## src/rtl/mux_rr_sel_pkg.sv

```systemverilog
// Shared encodings and helpers for the round-robin channel selector.
// Holds the mode encodings and the select-width helper used by every file of the block.
// No ports: this file contains a package only.
package mux_pkg;

    localparam logic MODE_FIXED = 1'b0;
    localparam logic MODE_SCAN  = 1'b1;

    // Width of a channel index; never narrower than one bit.
    function automatic int sel_width(input int n);
        return (n > 1) ? $clog2(n) : 1;
    endfunction

endpackage

```

## src/rtl/mux_rr_sel_if.sv

```systemverilog
// Handshake bundle between the channel source, the selector and the accumulator.
// Ports: a/mode/sel/en/in_valid/out_ready are driven by the master side; in_ready,
// out/out_sel/out_err/out_valid are driven by the selector (slave side).
interface mux_rr_sel_if
    import mux_pkg::*;
#(
    parameter int NCH = 8,
    parameter int W   = 1
);
    localparam int SELW = sel_width(NCH);

    logic [NCH*W-1:0] a;
    logic             mode;
    logic [SELW-1:0]  sel;
    logic [NCH-1:0]   en;
    logic             in_valid;
    logic             in_ready;
    logic [W-1:0]     out;
    logic [SELW-1:0]  out_sel;
    logic             out_err;
    logic             out_valid;
    logic             out_ready;

    modport master (
        output a, mode, sel, en, in_valid, out_ready,
        input  in_ready, out, out_sel, out_err, out_valid
    );

    modport slave (
        input  a, mode, sel, en, in_valid, out_ready,
        output in_ready, out, out_sel, out_err, out_valid
    );

endinterface

```

## src/rtl/mux_rr_sel_rr_next_sel.sv

```systemverilog
// Round-robin grant finder: first enabled channel strictly after ptr, cyclically.
// Ports: ptr (last grant), en (enable mask) in; g (next grant), any_en (mask non-empty) out.
// Purely combinational; NCH need not be a power of two.
module rr_next_sel
    import mux_pkg::*;
#(
    parameter  int NCH  = 8,
    localparam int SELW = sel_width(NCH)
) (
    input  logic [SELW-1:0] ptr,
    input  logic [NCH-1:0]  en,
    output logic [SELW-1:0] g,
    output logic            any_en
);

    logic [2*NCH-1:0] dbl;
    logic [2*NCH-1:0] shifted;
    logic [NCH-1:0]   rot;
    int               idx;
    int               sum;

    always_comb begin
        // Rotate so that bit 0 of rot is the channel just after ptr; the doubled
        // mask makes the rotate work for any NCH, not only powers of two.
        dbl     = {en, en};
        shifted = dbl >> (int'(ptr) + 1);
        rot     = shifted[NCH-1:0];

        // Priority-encode the lowest set bit of the rotated mask.
        idx = 0;
        for (int j = NCH - 1; j >= 0; j--) begin
            if (rot[j]) begin
                idx = j;
            end
        end

        // Un-rotate back to an absolute channel index (sum < 2*NCH).
        sum = int'(ptr) + 1 + idx;
        if (sum >= NCH) begin
            sum = sum - NCH;
        end
        g      = SELW'(sum);
        any_en = |en;
    end

endmodule

```

## src/rtl/mux_rr_sel.sv

```systemverilog
// Registered N:1 channel selector, FIXED (sel) or SCAN (round-robin over en) mode.
// Ports: clk, rst_n (async active-low), bus (slave modport of mux_rr_sel_if).
// One-cycle capture-to-out_valid latency; in_ready drops only while the held output stalls
// or when SCAN has no enabled channel; full throughput with out_ready held high.
module mux_rr_sel
    import mux_pkg::*;
#(
    parameter int NCH = 8,
    parameter int W   = 1
) (
    input  logic         clk,
    input  logic         rst_n,
    mux_rr_sel_if.slave  bus
);

    localparam int SELW = sel_width(NCH);

    logic [SELW-1:0] ptr;
    logic [SELW-1:0] g;
    logic            any_en;
    logic            scan_mode;
    logic            cap;

    logic [W-1:0]    fix_dat;
    logic            sel_ok;
    logic [W-1:0]    scan_dat;

    logic [W-1:0]    out_q;
    logic [SELW-1:0] out_sel_q;
    logic            out_err_q;
    logic            out_valid_q;

    rr_next_sel #(.NCH(NCH)) u_rr_next_sel (
        .ptr    (ptr),
        .en     (bus.en),
        .g      (g),
        .any_en (any_en)
    );

    assign scan_mode    = (bus.mode == MODE_SCAN);
    // SCAN with an empty mask has nothing to grant, so refuse the capture.
    assign bus.in_ready = (!out_valid_q || bus.out_ready) && !(scan_mode && !any_en);
    assign cap          = bus.in_valid && bus.in_ready;

    // Equality scan over legal indices: an out-of-range sel simply matches nothing.
    always_comb begin
        fix_dat  = '0;
        sel_ok   = 1'b0;
        scan_dat = '0;
        for (int k = 0; k < NCH; k++) begin
            if (bus.sel == SELW'(k)) begin
                fix_dat = bus.a[k*W +: W];
                sel_ok  = 1'b1;
            end
            if (g == SELW'(k)) begin
                scan_dat = bus.a[k*W +: W];
            end
        end
    end

    always_ff @(posedge clk or negedge rst_n) begin
        if (!rst_n) begin
            out_q       <= '0;
            out_sel_q   <= '0;
            out_err_q   <= 1'b0;
            out_valid_q <= 1'b0;
            // Starting at the last index makes the first SCAN grant the lowest enabled channel.
            ptr         <= SELW'(NCH - 1);
        end else if (cap) begin
            out_valid_q <= 1'b1;
            if (scan_mode) begin
                out_q     <= scan_dat;
                out_sel_q <= g;
                out_err_q <= 1'b0;
                ptr       <= g;
            end else begin
                out_q     <= sel_ok ? fix_dat : '0;
                out_sel_q <= bus.sel;
                out_err_q <= !sel_ok;
            end
        end else if (out_valid_q && bus.out_ready) begin
            // Drain: data fields keep their last values, only the valid flag drops.
            out_valid_q <= 1'b0;
        end
    end

    assign bus.out       = out_q;
    assign bus.out_sel   = out_sel_q;
    assign bus.out_err   = out_err_q;
    assign bus.out_valid = out_valid_q;

endmodule

```

## src/flat_wrapper.sv

```systemverilog
// flat-port wrapper written by rule: the top's interface ports become plain ports
module mux_rr_sel_flat import mux_pkg::*;
#(
    parameter int NCH = 8,
    parameter int W   = 1
)
  (clk, rst_n, bus_a, bus_mode, bus_sel, bus_en, bus_in_valid, bus_out_ready, bus_in_ready, bus_out, bus_out_sel, bus_out_err, bus_out_valid);
  mux_rr_sel_if #(.NCH(NCH), .W(W)) bus_i ();
  input  logic clk;
  input  logic rst_n;
  input wire logic [$bits(bus_i.a)-1:0] bus_a;
  input wire logic [$bits(bus_i.mode)-1:0] bus_mode;
  input wire logic [$bits(bus_i.sel)-1:0] bus_sel;
  input wire logic [$bits(bus_i.en)-1:0] bus_en;
  input wire logic [$bits(bus_i.in_valid)-1:0] bus_in_valid;
  input wire logic [$bits(bus_i.out_ready)-1:0] bus_out_ready;
  output wire logic [$bits(bus_i.in_ready)-1:0] bus_in_ready;
  output wire logic [$bits(bus_i.out)-1:0] bus_out;
  output wire logic [$bits(bus_i.out_sel)-1:0] bus_out_sel;
  output wire logic [$bits(bus_i.out_err)-1:0] bus_out_err;
  output wire logic [$bits(bus_i.out_valid)-1:0] bus_out_valid;
  assign bus_i.a = bus_a;
  assign bus_i.mode = bus_mode;
  assign bus_i.sel = bus_sel;
  assign bus_i.en = bus_en;
  assign bus_i.in_valid = bus_in_valid;
  assign bus_i.out_ready = bus_out_ready;
  assign bus_in_ready = bus_i.in_ready;
  assign bus_out = bus_i.out;
  assign bus_out_sel = bus_i.out_sel;
  assign bus_out_err = bus_i.out_err;
  assign bus_out_valid = bus_i.out_valid;
  mux_rr_sel #(.NCH(NCH), .W(W)) u_core (.clk(clk), .rst_n(rst_n), .bus(bus_i));
endmodule
```

## config.mk

```make
export PLATFORM = sky130hd
export DESIGN_NAME = mux_rr_sel_flat
export DESIGN_NICKNAME = d
export VERILOG_FILES = /design/src/rtl/mux_rr_sel_pkg.sv /design/src/rtl/mux_rr_sel_if.sv /design/src/rtl/mux_rr_sel_rr_next_sel.sv /design/src/rtl/mux_rr_sel.sv /design/src/flat_wrapper.sv
export SDC_FILE = /design/constraint.sdc
export NUM_CORES = 1
export LEC_CHECK = 0
export BUFFER_PORTS_ARGS = -buffer_cell sky130_fd_sc_hd__buf_2
export CAP_MARGIN = 20
export CORE_ASPECT_RATIO = 1.1
export CORE_MARGIN = 3
export CORE_UTILIZATION = 50
export DETAILED_ROUTE_END_ITERATION = 10
export GPL_TIMING_DRIVEN = 1
export PLACE_DENSITY_LB_ADDON = 0.3
export SYNTH_ARGS = -nofsm -noshare
export SYNTH_HDL_FRONTEND = slang
export SYNTH_SLANG_ARGS = --single-unit
export TNS_END_PERCENT = 5
```

## constraint.sdc

```tcl
create_clock -name clk -period 6.1 [get_ports clk]
set_input_delay 0 -clock clk [delete_from_list [all_inputs] [get_ports clk]]
set_output_delay 0 -clock clk [all_outputs]
set_load 0.01 [all_outputs]
```

; After elaboration in Yosys (flattened, before gate mapping)
; Index checks and enable logic that the tools add are counted.
[op_classes]
n_shift = 1
order_cmp = 1
add_sub_neg = 3
eq_ne = 14
n_reduce_logical = 14
muxes = 39
[ops]
columns = op, count
row1 = 32-bit two-way mux, 7
row2 = 5-bit by 32-bit adder with 32-bit output, 1
row3 = 32-bit by 5-bit greater-or-equal comparator with 1-bit output (second input constant), 1
row4 = 16-bit by 32-bit right shift with 8-bit output, 1
row5 = 1-bit two-way mux, 29
row6 = 3-bit equality test (second input constant), 8
row7 = 3-bit by 2-bit equality test with 1-bit output (second input constant), 4
row8 = 3-bit two-way mux, 3
row9 = 8-bit OR reduction, 1
row10 = 3-bit by 1-bit equality test with 1-bit output (second input constant), 2
row11 = 3-bit logical NOT, 2
row12 = 3-bit by 1-bit adder with 4-bit output (second input constant), 1
row13 = 1-bit logical AND, 4
row14 = 1-bit logical NOT, 4
row15 = 3-bit by 1-bit subtractor with 3-bit output (second input constant), 1
row16 = 2-bit AND reduction, 1
row17 = 2-bit nonzero test, 1
row18 = 1-bit logical OR, 1
[word_totals]
output_inout_bits = 7
regBits = 9

; Logic depth before layout (Yosys ltp)
; Gate-level depths: netlist of the first run.
[depth]
ltp_word = 23
depth_mapped = 17

; Modules after synthesis
; From an unflattened synthesis of the first run, not the netlist that was laid out.
[unflattened]
cells_unflattened = 86
hier_area_um2 = 1002.2
[by_module_without_submodules]
columns = mod, n_inst, seq_area_each_um2, area_per_inst_um2, cells_each
row1 = mux_rr_sel, 1, 229.0, 518.0, 39
row2 = rr_next_sel, 1, 0.0, 484.2, 47

; Worst setup path after synthesis of the first run
; OpenSTA, ideal clock, no wires.
[synth_path]
path_type = reg-to-reg
startpoint = register u_core.ptr[0]
endpoint = register u_core.out_q (netlist: u_core.bus.out)
t_arrival_ns = 3.198
stages_incl_launch_ff = 15
setup_ns = 0.126
path_slack_ns = 2.776
path_buffers = 2
cell_sequence = dfstp_2 -> buf_6 -> buf_6 -> mux4_1 -> o21ai_1 -> o211ai_1 -> o21ai_1 -> o21ai_0 -> nand2_1 -> ha_1 -> fa_1 -> mux4_2 -> nand2_1 -> mux2i_1 -> o32a_1
[synth_between]
elab_chain_len = 23
elab_cells_between_ends = 31
[synth_rtl]
columns = element, line_no
row1 = "start, declared", mux_rr_sel.sv:18  ; logic [SELW-1:0] ptr;
row2 = "start signal, assigned", mux_rr_sel.sv:68  ; ptr <= SELW'(NCH - 1);
row3 = "start signal, assigned", mux_rr_sel.sv:75  ; ptr <= g;
row4 = 3-bit by 1-bit adder with 4-bit output *, "mux_rr_sel_rr_next_sel.sv:26, mux_rr_sel_rr_next_sel.sv:38"
row5 = 16-bit by 32-bit right shift with 8-bit output, mux_rr_sel_rr_next_sel.sv:26  ; shifted = dbl >> (int'(ptr) + 1);
row6 = 3-bit two-way mux, mux_rr_sel_rr_next_sel.sv:32  ; if (rot[j]) begin
row7 = 32-bit two-way mux (7 in series), mux_rr_sel_rr_next_sel.sv:32
row8 = 5-bit by 32-bit adder with 32-bit output *, mux_rr_sel_rr_next_sel.sv:38  ; sum = int'(ptr) + 1 + idx;
row9 = 32-bit by 5-bit greater-or-equal comparator with 1-bit output / 3-bit by 1-bit subtractor with 3-bit output (equally long branches), "mux_rr_sel_rr_next_sel.sv:39, mux_rr_sel_rr_next_sel.sv:40"
row10 = 3-bit two-way mux *, mux_rr_sel_rr_next_sel.sv:39  ; if (sum >= NCH) begin
row11 = net u_core.g[1], mux_rr_sel.sv:19  ; logic [SELW-1:0] g;
row12 = 3-bit logical NOT, mux_rr_sel.sv:55  ; if (g == SELW'(k)) begin
row13 = 1-bit two-way mux (7 in series), mux_rr_sel.sv:55
row14 = 1-bit two-way mux *, mux_rr_sel.sv:55
row15 = 1-bit two-way mux *, mux_rr_sel.sv:71  ; if (scan_mode) begin
row16 = "end signal, assigned", mux_rr_sel.sv:72  ; out_q <= scan_dat;
row17 = "end signal, assigned", mux_rr_sel.sv:77  ; out_q <= sel_ok ? fix_dat : '0;
row18 = "end, declared", mux_rr_sel.sv:28  ; logic [W-1:0] out_q;
; Mark *: on every way through the listed nets, which the timed path passes. The rest lies on a longest branch.
; A chain may end at the register's enable or synchronous reset.

; Worst setup path after layout of the first run
[layout_path]
startpoint = register u_core.ptr[0]
endpoint = register u_core.out_q (netlist: u_core.bus.out)
[layout_between]
elab_chain_len = 23
elab_cells_between_ends = 31
[layout_rtl]
columns = element, line_no
row1 = 3-bit by 1-bit adder with 4-bit output *, "mux_rr_sel_rr_next_sel.sv:26, mux_rr_sel_rr_next_sel.sv:38"
row2 = 16-bit by 32-bit right shift with 8-bit output, mux_rr_sel_rr_next_sel.sv:26
row3 = 3-bit two-way mux, mux_rr_sel_rr_next_sel.sv:32
row4 = 32-bit two-way mux (7 in series), mux_rr_sel_rr_next_sel.sv:32
row5 = 5-bit by 32-bit adder with 32-bit output *, mux_rr_sel_rr_next_sel.sv:38
row6 = 32-bit by 5-bit greater-or-equal comparator with 1-bit output / 3-bit by 1-bit subtractor with 3-bit output (equally long branches), "mux_rr_sel_rr_next_sel.sv:39, mux_rr_sel_rr_next_sel.sv:40"
row7 = 3-bit two-way mux *, mux_rr_sel_rr_next_sel.sv:39
row8 = 3-bit logical NOT, mux_rr_sel.sv:55
row9 = 1-bit two-way mux (7 in series), mux_rr_sel.sv:55
row10 = 1-bit two-way mux *, mux_rr_sel.sv:55
row11 = 1-bit two-way mux *, mux_rr_sel.sv:71
; Mark *: on every way between the ends. The rest lies on a longest branch, timed or not.

==> results of run 1 <==
-- layout by cell type, fill, tap and decap left out, types with 2 or more instances in the layout --
cell type,Yosys,final
a21boi_0,2,2
mux2_2,3,3
buf_2,1,30
nor3_1,3,3
a21oi_1,4,4
mux4_1,4,4
nor2_1,8,8
xnor2_1,3,3
nand2_1,18,18
and2_1,2,2
o211ai_1,2,2
a211oi_1,2,2
mux4_2,4,4
nor2b_1,3,3
dfstp_2,3,3
o21ai_1,2,2
dfrtp_1,6,6
mux2i_1,5,5
clkbuf_4,0,3
nand3_1,4,4
inv_1,5,5
ha_1,2,2
a311oi_1,4,4
o21ai_0,11,11
-- power breakdown --
group          switching (mW)  internal, mW
clock network          0.0192        0.0251
registers              0.0570        0.0929
logic                   0.239         0.224
total                   0.315         0.342
-- final timing paths --
kind,end
setup / recovery,u_core.bus.out
hold / removal,u_core.bus.out_valid
setup reg to reg,u_core.bus.out
hold reg to reg,u_core.bus.out_sel[0]
max in group asynchronous,u_core.ptr[1]
min in group asynchronous,u_core.bus.out_valid
-- registers in the layout, summed over array words and instances, names as in the netlist --
name / flops
u_core.bus.out_sel: 3
u_core.bus.out_err: 1
u_core.ptr: 3
u_core.bus.out_valid: 1
u_core.bus.out: 1
-- worst max-delay path: stages, from the launching register on --
cell	delay, ns
dfstp_2	0.80
inv_1	0.17
a21boi_0	0.31
nand2_1	0.09
o21ai_0	0.14
o21ai_0	0.15
o21ai_0	0.18
nand2_1	0.07
ha_1	0.19
fa_1	0.38
xnor2_1	0.15
xnor2_1	0.33
nor2b_1	0.11
nand2_1	0.07
mux2i_1	0.06
o32a_1	0.34
-- layer usage --
metal	part of all wire	up-vias
met1	0.43	514
li1	-	533
met4	0.0051	0
met3	0.044	2
met2	0.52	40
met5	0	-
-- final cells by class --
class / instances / area (sq um) / share of cell area
inverters: 5 / 18.8 / 0.0144
clock buffers: 4 / 26.3 / 0.0202
well taps: 28 / 35.0 / 0.0269
multi-input cells: 102 / 833 / 0.640
flip-flops and latches: 9 / 229 / 0.176
repair buffers: 31 / 160 / 0.123
-- per-stage QoR --
step / util / power, mW
2_1_floorplan: - / 0.516
3_3_place_gp: 0.614 / 0.599
3_5_place_dp: 0.614 / 0.609
4_1_cts: 0.631 / 0.657
5_1_grt: 0.631 / 0.723
6_report: 0.631 / 0.658
-- kinds of logic after synthesis --
kind of cell	synth area share
adder cells (fa/ha/maj)	0.0402
XOR/XNOR	0.0234
AO/OA/AOI/OAI	0.244
AND/OR/NAND/NOR	0.186
flip-flops	0.204
buffers and inverters	0.0524
multiplexers	0.249
==> impl_metrics.csv, run 1 <==
group,metric,value,unit
cts,clock_latency,0.25,ns
logic_synthesis,synth_area_leaders,"dfrtp_1 13%, mux4_1 9.4%, mux4_2 8.0%",
floorplan,initial_core_util,0.543,
logic_synthesis,synth_edf_count,0,
global_routing,met3_usage,0.0134,
routing,drtIter0Drc,22,
layout,stdcell_area,1300,sq um
sta,finalClockSkew,0.00160,ns
floorplan,row_count,17,
global_routing,met2_usage,0.354,
logic_synthesis,ys.flop_type,"dfrtp_1",
logic_synthesis,yosysSeqAreaShare,0.204,
logic_synthesis,ys_seq_elements,9,
sta,fin_ws,2.43,ns
sta,finalHoldViolations,0,
global_routing,grt_max_degree,22,
cts,cts_made_buffers,3,
sta,relSlewSlack,0.718,
critical_path,rr_worst_depth,15,
sta,whs,0.0400,ns
global_routing,use_met1,0.310,
sta,clock.fmax,272,MHz
place,dpl_worst_slack,2.47,ns
cts,cts_htree_levels,1,
sta,post-route-period-util,0.602,
critical_path,rrSetupSlack,2.43,ns
place,gp_congestion,0.888,
logic_synthesis,synthesis.nets,149,
critical_path,arrival,3.80,ns
layout,layout-drive-gt1-share,0.318,
floorplan,coreArea,2060,sq um
critical_path,r2r-start,"u_core.ptr[0]",
power,power_leakage,0.561,nW
sta,slew_viol_final,0,
logic_synthesis,ys_types,42,
sta,tightest_slew,0.423,ns
critical_path,crit_type,"reg2reg",
logic_synthesis,synth.cell_area,1120,sq um
global_routing,grt_overflow_total,0,
sta,setup_tns,0,ns
sta,finalSetupViolCount,0,
run_status,status,"finished clean",
logic_synthesis,syn_avg_cell_area,9.19,sq um
place,dpl.cell_count,174,
place,dpl-instance-area,1270,sq um
routing,routedWlPerCell,15.3,microns
layout,syn_to_final_growth,16.2,%
cts,cts_tree,"built",
routing,drt-total-wl,2730,microns
place,dpl.hpwl,2190,microns
cts,clock_path_buffers,2,
logic_synthesis,ys_async_sr_fraction,1.00,
place,port_buffers,30,
logic_synthesis,syn_inst,122,
logic_synthesis,yosysTopAreaCell,"dfrtp_1",
logic_synthesis,yosysTopAreaCellShare,0.134,
routing,via_per_inst,6.08,
floorplan,die_w,51.1,microns
critical_path,crit_required,6.23,ns
layout,filler_cell_count,197,
cts,root_buffer,"clkbuf_4",
global_routing,antenna_found_initial,0,
global_routing,track_usage,0.215,
power,ir_worst_vdd,0.326,mV
global_routing,grt_pass1_wl,4950,microns
power,p_per_area,505,nW/um^2
critical_path,crit_path_max_fanout,18,
cts,cts_num_sinks,9,
floorplan,io_pins,31,
cts,path_clk_slew,0.06,ns
cts,ctsResizeCount,0,
cts,cts_hold_buf,1,
global_routing,grt_pass1_vias,1143,
layout,final_cells,179,
critical_path,startpoint,"u_core.ptr[0]",
critical_path,crit_path_start_kind,"flop",
hold_path,hp-class,"in2reg",
logic_synthesis,synth_common_cells,"18 x nand2_1, 11 x o21ai_0, 8 x nor2_1",
routing,drc_errors,0,
sta,fin_crit,3.67,ns
logic_synthesis,yosysMostFrequentCell,"nand2_1",
floorplan,dieArea,2850,sq um
routing,ant_nets,0,
hold_path,hold_depth,3,
run,maxCapViolations,0,
hold_path,hp-start,"bus_out_ready",
routing,vias,1089,
logic_synthesis,ys_warn_count,0,
global_routing,grt_busiest_layer,"met2",
layout,nNetsFinal,179,
routing,firstDrtPassIters,4,
floorplan,die_height,55.7,microns
critical_path,endpoint_kind,"flop",
cts,postCtsSetupBuffers,0,
layout,n_antenna_cell,0,
sta,rsz0062_at_grt,"no",
No activity file was read; power rests on OpenSTA's default activity.
==> run 2, diff against run 1 <==
==> constraint.sdc (replaced) <==
create_clock -name clk -period 3.6 [get_ports clk]
set_input_delay 0 -clock clk [delete_from_list [all_inputs] [get_ports clk]]
set_output_delay 0 -clock clk [all_outputs]
set_load 0.01 [all_outputs]
==> impl_metrics.csv, run 2 (same netlist as run 1, synthesis figures left out) <==
group,metric,value,unit
run_status,status,"finished clean",
layout,layout-drive-gt1-share,0.373,
layout,final_cells,186,
layout,nNetsFinal,186,
cts,clock_path_buffers,2,
layout,final_common_cell,"buf_2",
floorplan,row_count,17,
routing,ant_nets,0,
routing,routedWlPerCell,16.0,microns
critical_path,crit_required,3.76,ns
hold_path,hp-start,"bus_out_ready",
floorplan,io_pins,31,
global_routing,grt_overflow_total,0,
cts,root_buffer,"clkbuf_4",
sta,finalClockSkew,0.00229,ns
floorplan,dieArea,2850,sq um
cts,cts_htree_levels,1,
sta,finalSetupViolCount,0,
critical_path,arrival,3.59,ns
cts,path_clk_slew,0.07,ns
floorplan,initial_core_util,0.543,
critical_path,r2r-start,"u_core.ptr[0]",
routing,dr.max_layer_used,"met3",
global_routing,antenna_found_initial,0,
critical_path,crit_type,"reg2reg",
critical_path,rrSetupSlack,0.17,ns
sta,rsz0062_at_grt,"no",
cts,cts_made_buffers,3,
run,maxCapViolations,0,
sta,tightest_slew,0.356,ns
place,dpl-instance-area,1290,sq um
routing,vias,1148,
critical_path,crit_path_start_kind,"flop",
global_routing,grt_pass1_wl,4800,microns
layout,n_antenna_cell,0,
sta,clock.fmax,291,MHz
layout,final_cell_mix,"30 x buf_2, 18 x nand2_1, 9 x o21ai_0, 8 x nor2_1, 6 x dfrtp_1",
power,p_per_area,936,nW/um^2
sta,setup_tns,0,ns
place,port_buffers,30,
critical_path,rr_worst_depth,13,
cts,cts_tree,"built",
routing,wl_met2,1460,microns
hold_path,whs_endpoint,"u_core.bus.out_valid",
routing,wl_met3,290,microns
sta,slew_viol_final,0,
layout,filler_cell_count,167,
sta,finalHoldViolations,0,
hold_path,hold_depth,3,
layout,syn_to_final_growth,23.4,%
sta,relSlewSlack,0.763,
cts,clock_latency,0.27,ns
global_routing,grt_max_degree,22,
critical_path,endpoint_kind,"flop",
global_routing,track_usage,0.214,
place,dpl.cell_count,177,
routing,routedLengthMet1,1220,microns
critical_path,r2r_end,"u_core.bus.out",
cts,cts_num_sinks,9,
sta,post-route-period-util,0.953,
place,gp_congestion,0.938,
floorplan,die_height,55.7,microns
routing,drt-total-wl,2970,microns
routing,via_per_inst,6.17,
place,dpl.hpwl,2230,microns
routing,firstDrtPassIters,4,
routing,drtIter0Drc,71,
power,power_leakage,0.610,nW
layout,stdcell_area,1380,sq um
floorplan,die_w,51.1,microns
critical_path,crit_path_max_fanout,6,
hold_path,hp-class,"in2reg",
power,ir_worst_vdd,0.499,mV
routing,drc_errors,0,
global_routing,grt_pass1_vias,1047,
sta,fin_crit,3.43,ns
power,report.power.total,1.30,mW
floorplan,coreArea,2060,sq um
run 2: cell types whose count changed in the layout (fill, tap and decap cells not counted):
cell      change
buf_12        +1
buf_4         +5
clkbuf_1      -1
clkbuf_2      +1
clkinv_2      +1
fa_1          -1
fa_2          +1
o21ai_0       -2
o21ai_1       +2
xnor2_1       -2
xnor2_2       +2
run 2: layout make-up:
class                           count  area (sq um)  area share
Clock inverter                      1          5.00     0.00362
Inverter                            5          18.8      0.0136
Timing Repair Buffer               38           223       0.161
Tap cell                           28          35.0      0.0253
Multi-Input combinational cell    102           851       0.615
Clock buffer                        3          22.5      0.0163
Sequential cell                     9           229       0.165
run 2: stage by stage:
step / util / hold slack [ns] / worst slack, ns
after floorplan: - / -0.296 / 0.276
after global routing: 0.671 / 0.0353 / 0.0188
after CTS: 0.643 / 0.0111 / 0.0943
after detailed placement: 0.625 / -0.137 / 0.145
final: 0.671 / 0.0178 / 0.167
after global placement: 0.625 / -0.145 / 0.221
run 2: routing by layer:
metal	up-vias	track usage
li1	539	-
met1	539	0.320
met2	70	0.320
met3	0	0.0429
met4	0	0.0346
met5	-	0
run 2: report_power, final:
| group | leakage, nW | total, mW | internal, mW | switching, mW |
|---|---|---|---|---|
| Clock | 0.0177 | 0.0821 | 0.0411 | 0.0410 |
| Sequential | 0.105 | 0.219 | 0.156 | 0.0631 |
| Combinational | 0.487 | 0.994 | 0.495 | 0.499 |
run 2: worst max-delay path by stage:
stage | start | end | slack, ns | depth (start not counted)
detailed placement | u_core.ptr[0] | u_core.bus.out | 0.15 | 13
CTS | u_core.ptr[0] | u_core.bus.out | 0.09 | 13
global placement | u_core.ptr[0] | u_core.bus.out | 0.22 | 12
finish | u_core.ptr[0] | u_core.bus.out | 0.17 | 13
global route | u_core.ptr[0] | u_core.bus.out | 0.02 | 13
floorplan | u_core.ptr[0] | u_core.bus.out | 0.28 | 14
run 2: what timing repair did:
item | 4_1_cts | 5_1_grt
setup endpoints to repair | 0 | 1
gates resized for setup | 0 | 5
endpoints found under the hold margin | 9 | 0
hold buffers | 1 | 0
buffers inserted | 0 | 4
run 2: worst max-delay path, cell delays in order (launching register included):
cell      delay, ns
dfstp_2        0.56
buf_12         0.12
mux4_1         0.60
o21ai_1        0.16
o211ai_1       0.10
o21ai_1        0.11
o21ai_0        0.09
nand2_1        0.10
ha_1           0.17
fa_2           0.48
mux4_2         0.33
nand2_1        0.10
mux2i_1        0.06
o32a_1         0.34
